`config.mk`:
```
export PLATFORM = sky130hd
export DESIGN_NAME = alu_div_seq
export DESIGN_NICKNAME = d
export VERILOG_FILES = /design/src/rtl/alu_div_seq_pkg.sv /design/src/rtl/alu_div_seq.sv
export SDC_FILE = /design/constraint.sdc
export NUM_CORES = 1
export LEC_CHECK = 0
export CORE_ASPECT_RATIO = 1.25
export CORE_MARGIN = 2
export CORE_UTILIZATION = 45
export DETAILED_ROUTE_END_ITERATION = 8
export PLACE_DENSITY = 0.76
export SYNTH_ARGS = -nofsm -noshare
export SYNTH_HDL_FRONTEND = slang
export SYNTH_SLANG_ARGS = --single-unit
export TNS_END_PERCENT = 50
```
`constraint.sdc`:
```
create_clock -name clk -period 2.25 [get_ports clk]
set_input_delay 0.3375 -clock clk [delete_from_list [all_inputs] [get_ports clk]]
set_output_delay 0.3375 -clock clk [all_outputs]
set_load 0.005 [all_outputs]
```
`src/rtl/alu_div_seq_pkg.sv`:
```
// Shared constants and FSM encoding for the sequential restoring divider.
package alu_div_seq_pkg;
  localparam int          DIV_WIDTH    = 16;
  localparam logic [15:0] DIV_DBZ_QUOT = 16'hFFFF;

  typedef enum logic [1:0] {
    S_IDLE  = 2'd0,
    S_ISSUE = 2'd1,
    S_WAIT  = 2'd2,
    S_DONE  = 2'd3
  } div_state_t;
endpackage

```
`src/rtl/alu_div_seq.sv`:
```
// Sequential unsigned restoring divider; one trial subtraction per quotient bit is issued
// to the external registered subtractor and its result consumed one cycle later.
module alu_div_seq
  import alu_div_seq_pkg::*;
#(
  parameter int          WIDTH    = DIV_WIDTH,
  parameter logic [15:0] DBZ_QUOT = DIV_DBZ_QUOT
) (
  input  logic             clk,
  input  logic             rst,
  input  logic             start,
  input  logic [WIDTH-1:0] dividend,
  input  logic [WIDTH-1:0] divisor,
  output logic             busy,
  output logic             done,
  output logic [WIDTH-1:0] quotient,
  output logic [WIDTH-1:0] remainder,
  output logic             div_by_zero,
  output logic [WIDTH-1:0] sub_a,
  output logic [WIDTH-1:0] sub_b,
  output logic             sub_bin,
  input  logic [WIDTH-1:0] sub_diff,
  input  logic             sub_bout
);
  localparam int CW = $clog2(WIDTH);

  div_state_t     state, state_nx;
  logic [WIDTH-1:0] rem_r, dvd_r, dsr_r;
  logic [CW-1:0]    cnt;
  logic [WIDTH-1:0] rem_nx, dvd_nx;
  logic             accept;

  assign sub_a   = {rem_r[WIDTH-2:0], dvd_r[WIDTH-1]};
  assign sub_b   = dsr_r;
  assign sub_bin = 1'b0;
  assign busy    = (state == S_ISSUE) || (state == S_WAIT);
  assign done    = (state == S_DONE);

  // A set rem_r msb means the true minuend has WIDTH+1 bits and always exceeds the divisor,
  // so the wrapped difference is still the exact remainder.
  assign accept = rem_r[WIDTH-1] | ~sub_bout;
  assign rem_nx = accept ? sub_diff : sub_a;
  assign dvd_nx = {dvd_r[WIDTH-2:0], accept};

  always_ff @(posedge clk or negedge rst) begin
    if (!rst) state <= S_IDLE;
    else      state <= state_nx;
  end

  always_comb begin
    state_nx = state;
    case (state)
      S_IDLE:  if (start) state_nx = (divisor == '0) ? S_DONE : S_ISSUE;
      S_ISSUE: state_nx = S_WAIT;
      S_WAIT:  state_nx = (cnt == '0) ? S_DONE : S_ISSUE;
      S_DONE:  state_nx = S_IDLE;
      default: state_nx = S_IDLE;
    endcase
  end

  always_ff @(posedge clk or negedge rst) begin
    if (!rst) begin
      rem_r       <= '0;
      dvd_r       <= '0;
      dsr_r       <= '0;
      cnt         <= '0;
      quotient    <= '0;
      remainder   <= '0;
      div_by_zero <= 1'b0;
    end else begin
      case (state)
        S_IDLE: if (start) begin
          dvd_r       <= dividend;
          dsr_r       <= divisor;
          rem_r       <= '0;
          cnt         <= CW'(WIDTH - 1);
          div_by_zero <= 1'b0;
          if (divisor == '0) begin
            quotient    <= DBZ_QUOT[WIDTH-1:0];
            remainder   <= dividend;
            div_by_zero <= 1'b1;
          end
        end
        S_WAIT: begin
          rem_r <= rem_nx;
          dvd_r <= dvd_nx;
          if (cnt == '0) begin
            quotient  <= dvd_nx;
            remainder <= rem_nx;
          end else begin
            cnt <= cnt - CW'(1);
          end
        end
        default: ;
      endcase
    end
  end
endmodule

```
==> flow_metrics.env, run 1 <==
export IMPL_cp_end_kind="flip-flop"
export IMPL_drive_gt1_frac=0.187
export IMPL_numCtsBuffers=9
export IMPL_syn_inst=365
export IMPL_cts_sinks=87
export IMPL_start_util=0.458
export IMPL_ys_warn_count=0
export IMPL_critPathBufInv=3
export IMPL_dp_cells=581
export IMPL_io_pins=120
export IMPL_peakVddDrop_mv=0.800
export IMPL_placed_area_um2=5570
export IMPL_antenna_found_initial=0
export IMPL_setup_viol=0
export IMPL_worst_setup_path_start_kind="flip-flop"
export IMPL_final_hold_viol_count=8
export IMPL_drtIter0Drc=127
export IMPL_syn_area_um2=4360
export IMPL_grt_pass1_vias=3045
export IMPL_r2r_end="quotient[4]$_DFFE_PN0P_"
export IMPL_netlist_area_leader_share=0.500
export IMPL_power_density_nw_per_um2=1380
export IMPL_fin_nets=524
export IMPL_reg2regPathDepth=7
export IMPL_period_needed_ps=2110
export IMPL_fmax_mhz=473
export IMPL_r2r_start="state[0]$_DFFE_PN0P_"
export IMPL_r2r_slack_ps=140
export IMPL_violations="hold timing"
export IMPL_gr_total_overflow=0
export IMPL_wire_per_inst_um=16.5
export IMPL_cp_arrival_ps=2330
export IMPL_cts_max_level=3
export IMPL_rsz0062_at_grt="false"
export IMPL_post_cts_buffers=0
export IMPL_via_per_inst=4.97
export IMPL_worst_slew_pin_transition_ps=572
export IMPL_path_clk_slew_ps=60
export IMPL_cts_hold_buf=0
export IMPL_status="finished, violations left"
export IMPL_synthesis_nets=423
export IMPL_required_ps=2470
export IMPL_leakage_nw=2.49
export IMPL_finalWirelength_um=9840
export IMPL_slew_viol_final=0
export IMPL_path_depth=7
export IMPL_grt_pass1_wl_um=15800
export IMPL_drv_cap=0
export IMPL_place_gp_congestion=0.785
export IMPL_worstPathCellList="inv_1 > ha_2 > inv_4 > o21a_2 > a221o_4 > buf_12 > mux2_4"
export IMPL_die_h_um=114
export IMPL_cts_root_buf="clkbuf_16"
export IMPL_post_route_util=0.619
export IMPL_ys_seq_elements=87
export IMPL_die_area_um2=10500
export IMPL_rows=40
export IMPL_slew_headroom=0.619
export IMPL_yosys_area_top_type="dfrtp_1"
export IMPL_postRouteAntennaNets=0
export IMPL_fin_area_um2=5880
export IMPL_n_fill_cell=781
export IMPL_hold_class="input pin to asynchronous set/reset pin"
export IMPL_route_detailed_drc=0
export IMPL_clock_skew_final_ps=3.78
export IMPL_cts_resized_gates=0
export IMPL_drt_pre_antenna_iters=4
export IMPL_slowest_delay_ps=400
export IMPL_path_delay_family="compound AO/OA/AOI/OAI gates"
export IMPL_synth_cell_types=35
export IMPL_clock_latency_ps=340
export IMPL_critical_path_class="flip-flop to flip-flop"
export IMPL_vias=2969
export IMPL_cpMaxStageDelayCell="dfrtp_1"
export IMPL_antenna_cells=0
export IMPL_core_area_um2=9510
export IMPL_finalCritPeriodShare=0.939
export IMPL_timing_hold_ws_ps=-2.90
export IMPL_clk_path_buf_depth=2
export IMPL_synth_area_per_cell_um2=11.9
export IMPL_synth_seq_area_share=0.500
export IMPL_gr_usage_all_layers=0.195
export IMPL_cts_tree="yes"
export IMPL_place_hpwl_um=7270
export IMPL_portBuffers=118
export IMPL_layout_cells_non_filler=597
export IMPL_syn_to_final_growth_pct=35.1
export IMPL_chipWidth_um=92.0
export IMPL_crit_path_max_fanout=17
export IMPL_grt_max_degree=73
export IMPL_synth_area_leaders="dfrtp_1 (50%), mux2_4 (10%), mux2i_1 (7.1%), mux2_2 (4.9%), a21oi_1 (3.9%)"
## stage by stage
step | total power [mW] | TNS [ps] | hold slack (ps) | worst slack [ps]
3_3_place_gp | 6.44 | -2180 | 368 | -76.6
6_report | 8.10 | 0 | -2.90 | 136
5_1_grt | 8.62 | 0 | 40.2 | 23.2
3_5_place_dp | 6.59 | -2650 | 369 | -97.0
2_1_floorplan | 5.08 | 0 | 41.9 | 223
4_1_cts | 8.18 | 0 | 11.1 | 128
## cells by family (layout without fill, tap and decap cells)
kind of cell / Yosys count / count (layout) / share of synthesized area
and+or+nand+nor: 84 / 84 / 0.0965
AOI/OAI and AO/OA: 61 / 61 / 0.0867
DFF: 87 / 87 / 0.500
other: 1 / 1 / 0.000861
xor gates and xnor gates: 2 / 2 / 0.00402
muxes: 80 / 80 / 0.224
buffers and inverters: 44 / 150 / 0.0712
adders and majority gates: 6 / 6 / 0.0172
## cell usage in the layout, fill, tap and decap left out, types with 2 or more instances in the layout
cell type / synthesis / routed
clkbuf_8: 0 / 3
nand2b_1: 6 / 6
a21o_1: 2 / 2
clkdlybuf4s50_1: 0 / 117
o31ai_1: 16 / 16
or2b_1: 7 / 7
buf_12: 3 / 6
clkbuf_16: 0 / 9
or2b_2: 2 / 2
nand2_1: 23 / 23
nor4_2: 4 / 4
mux2i_1: 31 / 31
nor2_1: 35 / 35
mux2_4: 30 / 30
o21ai_0: 5 / 5
mux2_2: 19 / 19
ha_1: 6 / 5
nor3_1: 2 / 2
inv_1: 4 / 4
buf_4: 18 / 6
dfrtp_1: 87 / 87
a21oi_1: 34 / 34
## routing by layer
metal	share of wire	wire [um]	vias up	GRT usage
met3	0.056	547	10	0.0535
met5	0	0	-	0
met2	0.50	4920	78	0.320
met4	0.014	138	0	0.0637
met1	0.43	4230	1427	0.251
li1	-	-	1454	-
## synth_stat cells
master,number
o21a_2,1
dfrtp_1,87
buf_1,3
conb_1,1
mux2_4,30
xor2_1,1
nand2b_1,6
o21ai_0,5
a221oi_1,1
nand3_1,1
buf_6,3
a21o_1,2
o221ai_1,1
a221o_4,1
nand4bb_1,1
ha_1,6
buf_4,18
nor2b_1,2
or2b_1,7
or2b_2,2
nor4_2,4
clkbuf_1,9
xnor2_1,1
inv_4,1
nor3_1,2
mux2i_1,31
buf_12,3
a21oi_1,34
nand2_1,23
nand4_1,1
nor2_1,35
mux2_2,19
inv_1,4
o31ai_1,16
buf_2,3
## worst max path at each step
| stage | to | slack [ps] | from |
|---|---|---|---|
| final | quotient[4]$_DFFE_PN0P_ | 140 | state[0]$_DFFE_PN0P_ |
| after global routing | cnt[3]$_DFFE_PN0P_ | 20 | state[0]$_DFFE_PN0P_ |
| after CTS | quotient[0]$_DFFE_PN0P_ | 130 | state[0]$_DFFE_PN0P_ |
| after detailed placement | quotient[0]$_DFFE_PN0P_ | -100 | divisor[10] |
| after global placement | remainder[5]$_DFFE_PN0P_ | -80 | divisor[1] |
| after floorplan | quotient[0]$_DFFE_PN0P_ | 220 | state[0]$_DFFE_PN0P_ |
## where the power goes
part,total (mW),internal (mW),switching (mW)
clock,1.55,0.953,0.599
combinational,3.82,2.26,1.55
sequential,2.73,2.26,0.473
total,8.10,5.47,2.63
## cell type report
| class | count | area (um2) | area share |
|---|---|---|---|
| Sequential cell | 87 | 2180 | 0.370 |
| Multi-Input combinational cell | 234 | 1870 | 0.319 |
| Clock buffer | 12 | 267 | 0.0453 |
| Timing Repair Buffer | 129 | 1340 | 0.227 |
| Clock inverter | 4 | 51.3 | 0.00872 |
| Tap cell | 126 | 158 | 0.0268 |
| Inverter | 5 | 21.3 | 0.00361 |
## flip-flops by register name, indices dropped and copies added, names as in the netlist
signal	count
dvd_r	16
quotient	16
rem_r	16
remainder	16
sub_b	16
cnt	4
state	2
div_by_zero	1
Note: power is estimated with default switching activity, not from simulation.
==> run 2: changes to the inputs <==
--- a/config.mk
+++ b/config.mk
@@ -9,7 +9,8 @@
 export CORE_MARGIN = 2
 export CORE_UTILIZATION = 45
 export DETAILED_ROUTE_END_ITERATION = 8
-export PLACE_DENSITY = 0.76
+export DONT_BUFFER_PORTS = 1
+export REMOVE_ABC_BUFFERS = 1
 export SYNTH_ARGS = -nofsm -noshare
 export SYNTH_HDL_FRONTEND = slang
 export SYNTH_SLANG_ARGS = --single-unit
==> run 2 against run 1 <==
The run still ends with hold timing left. Critical path type unchanged. Critical endpoint is now remainder[1]$_DFFE_PN0P_. Power down 16%. Combinational power shrank 34%. Global-route usage down 2.1 points.
==> flow_metrics.env, run 2 (synthesis results as in run 1) <==
export IMPL_status="finished, violations left"
export IMPL_violations="hold timing"
export IMPL_critical_path_class="flip-flop to flip-flop"
export IMPL_post_route_util=0.483
export IMPL_start_util=0.458
export IMPL_clk_path_buf_depth=2
export IMPL_numCtsBuffers=9
export IMPL_final_hold_viol_count=87
export IMPL_path_depth=6
export IMPL_vias=2571
export IMPL_post_cts_buffers=0
export IMPL_place_gp_congestion=0.739
export IMPL_drv_cap=0
export IMPL_regArea_um2=2180
export IMPL_cp_arrival_ps=2390
export IMPL_die_area_um2=10500
export IMPL_period_needed_ps=2170
export IMPL_finalCritPeriodShare=0.964
export IMPL_via_per_inst=5.42
export IMPL_fmax_mhz=461
export IMPL_cp_end_kind="flip-flop"
export IMPL_hold_class="input pin to asynchronous set/reset pin"
export IMPL_drt_pre_antenna_iters=4
export IMPL_path_delay_family="compound AO/OA/AOI/OAI gates"
export IMPL_gr_usage_all_layers=0.173
export IMPL_cts_tree="yes"
export IMPL_p_total_mw=6.81
export IMPL_wire_per_inst_um=19.1
export IMPL_io_pins=120
export IMPL_mostFrequentLayoutCells="dfrtp_1 (87), nor2_1 (35), a21oi_1 (34)"
export IMPL_drive_gt1_frac=0.236
export IMPL_cts_sinks=87
export IMPL_clock_latency_ps=340
export IMPL_slowest_delay_ps=510
export IMPL_grt_pass1_wl_um=14100
export IMPL_multi_input_area_um2=1910
export IMPL_clock_skew_final_ps=6.55
export IMPL_layout_commonest_cell="dfrtp_1"
export IMPL_setup_viol=0
export IMPL_syn_to_final_growth_pct=5.46
export IMPL_leakage_nw=1.97
export IMPL_tns_ps=0
export IMPL_critPathBufInv=2
export IMPL_route_detailed_drc=0
export IMPL_rows=40
export IMPL_postRouteAntennaNets=0
export IMPL_antenna_found_initial=0
export IMPL_crit_path_max_fanout=17
export IMPL_cpMaxStageDelayCell="a221o_4"
export IMPL_grt_pass1_vias=2736
export IMPL_grt_max_degree=88
export IMPL_drtIter0Drc=80
export IMPL_die_h_um=114
export IMPL_cts_max_level=3
export IMPL_worst_setup_path_start_kind="flip-flop"
export IMPL_core_area_um2=9510
export IMPL_power_density_nw_per_um2=1480
export IMPL_portBuffers=0
export IMPL_path_clk_slew_ps=60
export IMPL_chipWidth_um=92.0
export IMPL_place_hpwl_um=5880
export IMPL_timing_hold_ws_ps=-309
export IMPL_antenna_cells=0
export IMPL_n_fill_cell=891
export IMPL_finalWirelength_um=9040
export IMPL_cts_root_buf="clkbuf_16"
export IMPL_required_ps=2470
export IMPL_rsz0062_at_grt="true"
export IMPL_slew_viol_final=0
export IMPL_reg2regPathDepth=6
export IMPL_gr_total_overflow=0
export IMPL_peakVddDrop_mv=0.583
export IMPL_fin_nets=403
export IMPL_worstPathCellList="inv_1 > ha_4 > inv_4 > o21a_2 > a221o_4 > mux2_4"
## run 2: cell count changes in the layout (fill, tap and decap cells not counted)
| cell | change |
|---|---|
| clkbuf_8 | -3 |
| clkdlybuf4s50_1 | -117 |
| clkinv_4 | +1 |
| clkinv_2 | +1 |
| clkinvlp_4 | -1 |
| buf_12 | -6 |
| ha_4 | +1 |
| buf_4 | +1 |
| inv_6 | -1 |
| clkbuf_1 | +1 |
| a221o_4 | +1 |
| ha_1 | -1 |
## run 2: final timing paths
kind                                       start                        to  slack, ps
setup / recovery            state[0]$_DFFE_PN0P_  remainder[1]$_DFFE_PN0P_         80
hold reg to reg            rem_r[15]$_DFFE_PN0P_     rem_r[15]$_DFFE_PN0P_        510
min in group clk                      divisor[1]      sub_b[1]$_DFFE_PN0P_        140
hold / removal                               rst  quotient[12]$_DFFE_PN0P_       -310
setup reg to reg            state[0]$_DFFE_PN0P_  remainder[1]$_DFFE_PN0P_         80
max in group asynchronous                    rst      state[0]$_DFFE_PN0P_       2420
## run 2: layout make-up
cell class | instances | share of cell area
Tap cell | 126 | 0.0343
Multi-Input combinational cell | 235 | 0.415
Sequential cell | 87 | 0.474
Clock inverter | 4 | 0.0106
Timing Repair Buffer | 7 | 0.0114
Clock buffer | 10 | 0.0498
Inverter | 5 | 0.00463
## run 2: what timing repair did
action | 4_1_cts | 5_1_grt
gates resized for setup | 1 | 2
endpoints found under the setup margin | 1 | 32
endpoints found under the hold margin | 87 | 87
pin swaps | 0 | 0
gates cloned | 0 | 1
## run 2: per-layer routing
metal	share of wire	global-route usage	vias up
met5	0	0	-
met4	0.017	0.0726	0
met3	0.086	0.0667	13
met2	0.47	0.272	98
met1	0.43	0.215	1248
li1	-	-	1212
## run 2: per-stage QoR
step                      hold slack, ps  std cells  cell area, um2  worst slack [ps]
final                               -309        474            4590              81.9
after global routing                -324        474            4590             -6.93
after CTS                           -319        473            4570              46.8
after detailed placement            43.8        459            4280              7.82
after global placement              43.9        459            4280              57.1
after floorplan                     41.9        326            4070             -1490
## run 2: worst reg2reg max path: stages (launching register included)
cell and delay (ps):
dfrtp_1 400, inv_1 170, ha_4 230, inv_4 110, o21a_2 280, a221o_4 510, mux2_4 360
## run 2: report_power, final
part           internal, mW  total (mW)  switching, mW
logic                  1.28        2.54           1.26
registers              2.26        2.84          0.582
clock network         0.846        1.44          0.594
==> run 3: changes to the inputs <==
--- a/config.mk
+++ b/config.mk
@@ -6,7 +6,6 @@
 export NUM_CORES = 1
 export LEC_CHECK = 0
 export CORE_ASPECT_RATIO = 1.25
-export CORE_MARGIN = 2
 export CORE_UTILIZATION = 45
 export DETAILED_ROUTE_END_ITERATION = 8
 export DONT_BUFFER_PORTS = 1
==> run 3 against run 2 <==
The flow still finishes with violations (hold timing). Hold slack got worse by 7.7 ps. Via count increased by 0.86%. Combinational power increased by 2%. First-iteration DRC count increased by 49%. Count of clock-buffer cells in the layout increased by 2.
==> flow_metrics.env, run 3 (synthesis results as in run 1) <==
export IMPL_portBuffers=0
export IMPL_gr_usage_all_layers=0.197
export IMPL_rows=39
export IMPL_place_gp_congestion=0.736
export IMPL_io_pins=120
export IMPL_p_total_mw=6.94
export IMPL_mostFrequentLayoutCells="dfrtp_1 (87), nor2_1 (35), a21oi_1 (34)"
export IMPL_leakage_nw=1.97
export IMPL_cts_tree="yes"
export IMPL_hold_class="input pin to asynchronous set/reset pin"
export IMPL_violations="hold timing"
export IMPL_cts_root_buf="clkbuf_16"
export IMPL_cts_max_level=3
export IMPL_fin_area_um2=4620
export IMPL_r2r_end="quotient[1]$_DFFE_PN0P_"
export IMPL_route_detailed_drc=0
export IMPL_period_needed_ps=2110
export IMPL_wire_per_inst_um=19.7
export IMPL_cts_sinks=87
export IMPL_numCtsBuffers=9
export IMPL_power_density_nw_per_um2=1500
export IMPL_cp_arrival_ps=2330
export IMPL_gr_total_overflow=0
export IMPL_postRouteAntennaNets=0
export IMPL_die_area_um2=10100
export IMPL_drive_gt1_frac=0.238
export IMPL_n_fill_cell=861
export IMPL_die_h_um=112
export IMPL_status="finished, violations left"
export IMPL_grt_max_degree=88
export IMPL_worst_setup_path_start_kind="flip-flop"
export IMPL_slew_viol_final=0
export IMPL_drtIter0Drc=119
export IMPL_required_ps=2470
export IMPL_path_clk_slew_ps=60
export IMPL_cp_end_kind="flip-flop"
export IMPL_drt_pre_antenna_iters=4
export IMPL_grt_pass1_wl_um=15200
export IMPL_setup_viol=0
export IMPL_r2r_start="state[0]$_DFFE_PN0P_"
export IMPL_place_hpwl_um=5830
export IMPL_vias=2593
export IMPL_fin_nets=402
export IMPL_finalWirelength_um=9280
export IMPL_tns_ps=0
export IMPL_start_util=0.470
export IMPL_final_hold_viol_count=87
export IMPL_rsz0062_at_grt="false"
export IMPL_post_cts_buffers=0
export IMPL_fmax_mhz=475
export IMPL_reg2regPathDepth=6
export IMPL_antenna_found_initial=0
export IMPL_chipWidth_um=90.0
export IMPL_timing_hold_ws_ps=-317
export IMPL_r2r_slack_ps=140
export IMPL_multi_input_area_um2=1920
export IMPL_finalCritPeriodShare=0.936
export IMPL_critical_path_class="flip-flop to flip-flop"
export IMPL_syn_to_final_growth_pct=6.09
export IMPL_peakVddDrop_mv=0.701
export IMPL_antenna_cells=0
export IMPL_post_route_util=0.499
export IMPL_clock_skew_final_ps=6.47
export IMPL_layout_commonest_cell="dfrtp_1"
export IMPL_core_area_um2=9270
export IMPL_clock_latency_ps=340
export IMPL_crit_path_max_fanout=17
export IMPL_clk_path_buf_depth=2
export IMPL_placed_area_um2=4280
export IMPL_grt_pass1_vias=2827
export IMPL_regArea_um2=2180
export IMPL_via_per_inst=5.49
export IMPL_drv_cap=0
## run 3: cell count changes in the layout (fill, tap and decap cells not counted)
cell and change:
clkinvlp_4 +2, inv_6 +1, clkbuf_8 +1, inv_1 -1
clkbuf_1 +1, a221o_2 +1, clkinv_4 -1, clkinv_2 -2
buf_4 -3, inv_2 +1, buf_12 +1
## run 3: cell type report
| class | instances | area share |
|---|---|---|
| clock inverters | 4 | 0.0116 |
| multi-input cells | 236 | 0.415 |
| well taps | 123 | 0.0333 |
| flip-flops and latches | 87 | 0.471 |
| clock buffers | 12 | 0.0533 |
| repair buffers | 5 | 0.0108 |
| inverters | 5 | 0.00460 |
## run 3: where the power goes
| group | switching [mW] | total, mW | internal [mW] |
|---|---|---|---|
| combinational | 1.28 | 2.58 | 1.30 |
| sequential | 0.590 | 2.85 | 2.26 |
| clock | 0.619 | 1.52 | 0.896 |
## run 3: worst max-delay path by stage
stage,startpoint,end,cells after the start
final,state[0]$_DFFE_PN0P_,quotient[1]$_DFFE_PN0P_,6
after detailed placement,state[0]$_DFFE_PN0P_,quotient[4]$_DFFE_PN0P_,6
after CTS,state[0]$_DFFE_PN0P_,remainder[1]$_DFFE_PN0P_,6
after floorplan,state[0]$_DFFE_PN0P_,quotient[0]$_DFFE_PN0P_,6
after global placement,state[0]$_DFFE_PN0P_,quotient[8]$_DFFE_PN0P_,6
after global routing,state[1]$_DFFE_PN0P_,remainder[13]$_DFFE_PN0P_,6
## run 3: stage by stage
stage                     std cells  setup slack (ps)
final                           472               144
after detailed placement        454             -40.4
after floorplan                 326             -1490
after global placement          454              20.5
after global routing            472              67.3
after CTS                       472              11.6
## run 3: per-layer routing
layer / part of all wire / wire length, um / track usage
met1: 0.42 / 3900 / 0.241
met4: 0.017 / 159 / 0.0817
met2: 0.48 / 4450 / 0.317
met5: 0 / 0 / 0
met3: 0.083 / 767 / 0.0671
## run 3: critical path, cell delays in order (launching register included)
cell and delay [ps]:
dfrtp_1 410, inv_2 120, ha_4 230, inv_4 110
o21a_2 280, a221o_2 500, mux2_4 350
## run 3: repair_timing
item / CTS / global route
gates resized for setup: 2 / 2
endpoints found under the setup margin: 32 / 34
pin swaps: 0 / 0
cloned: 2 / 0
hold endpoints to repair: 87 / 87
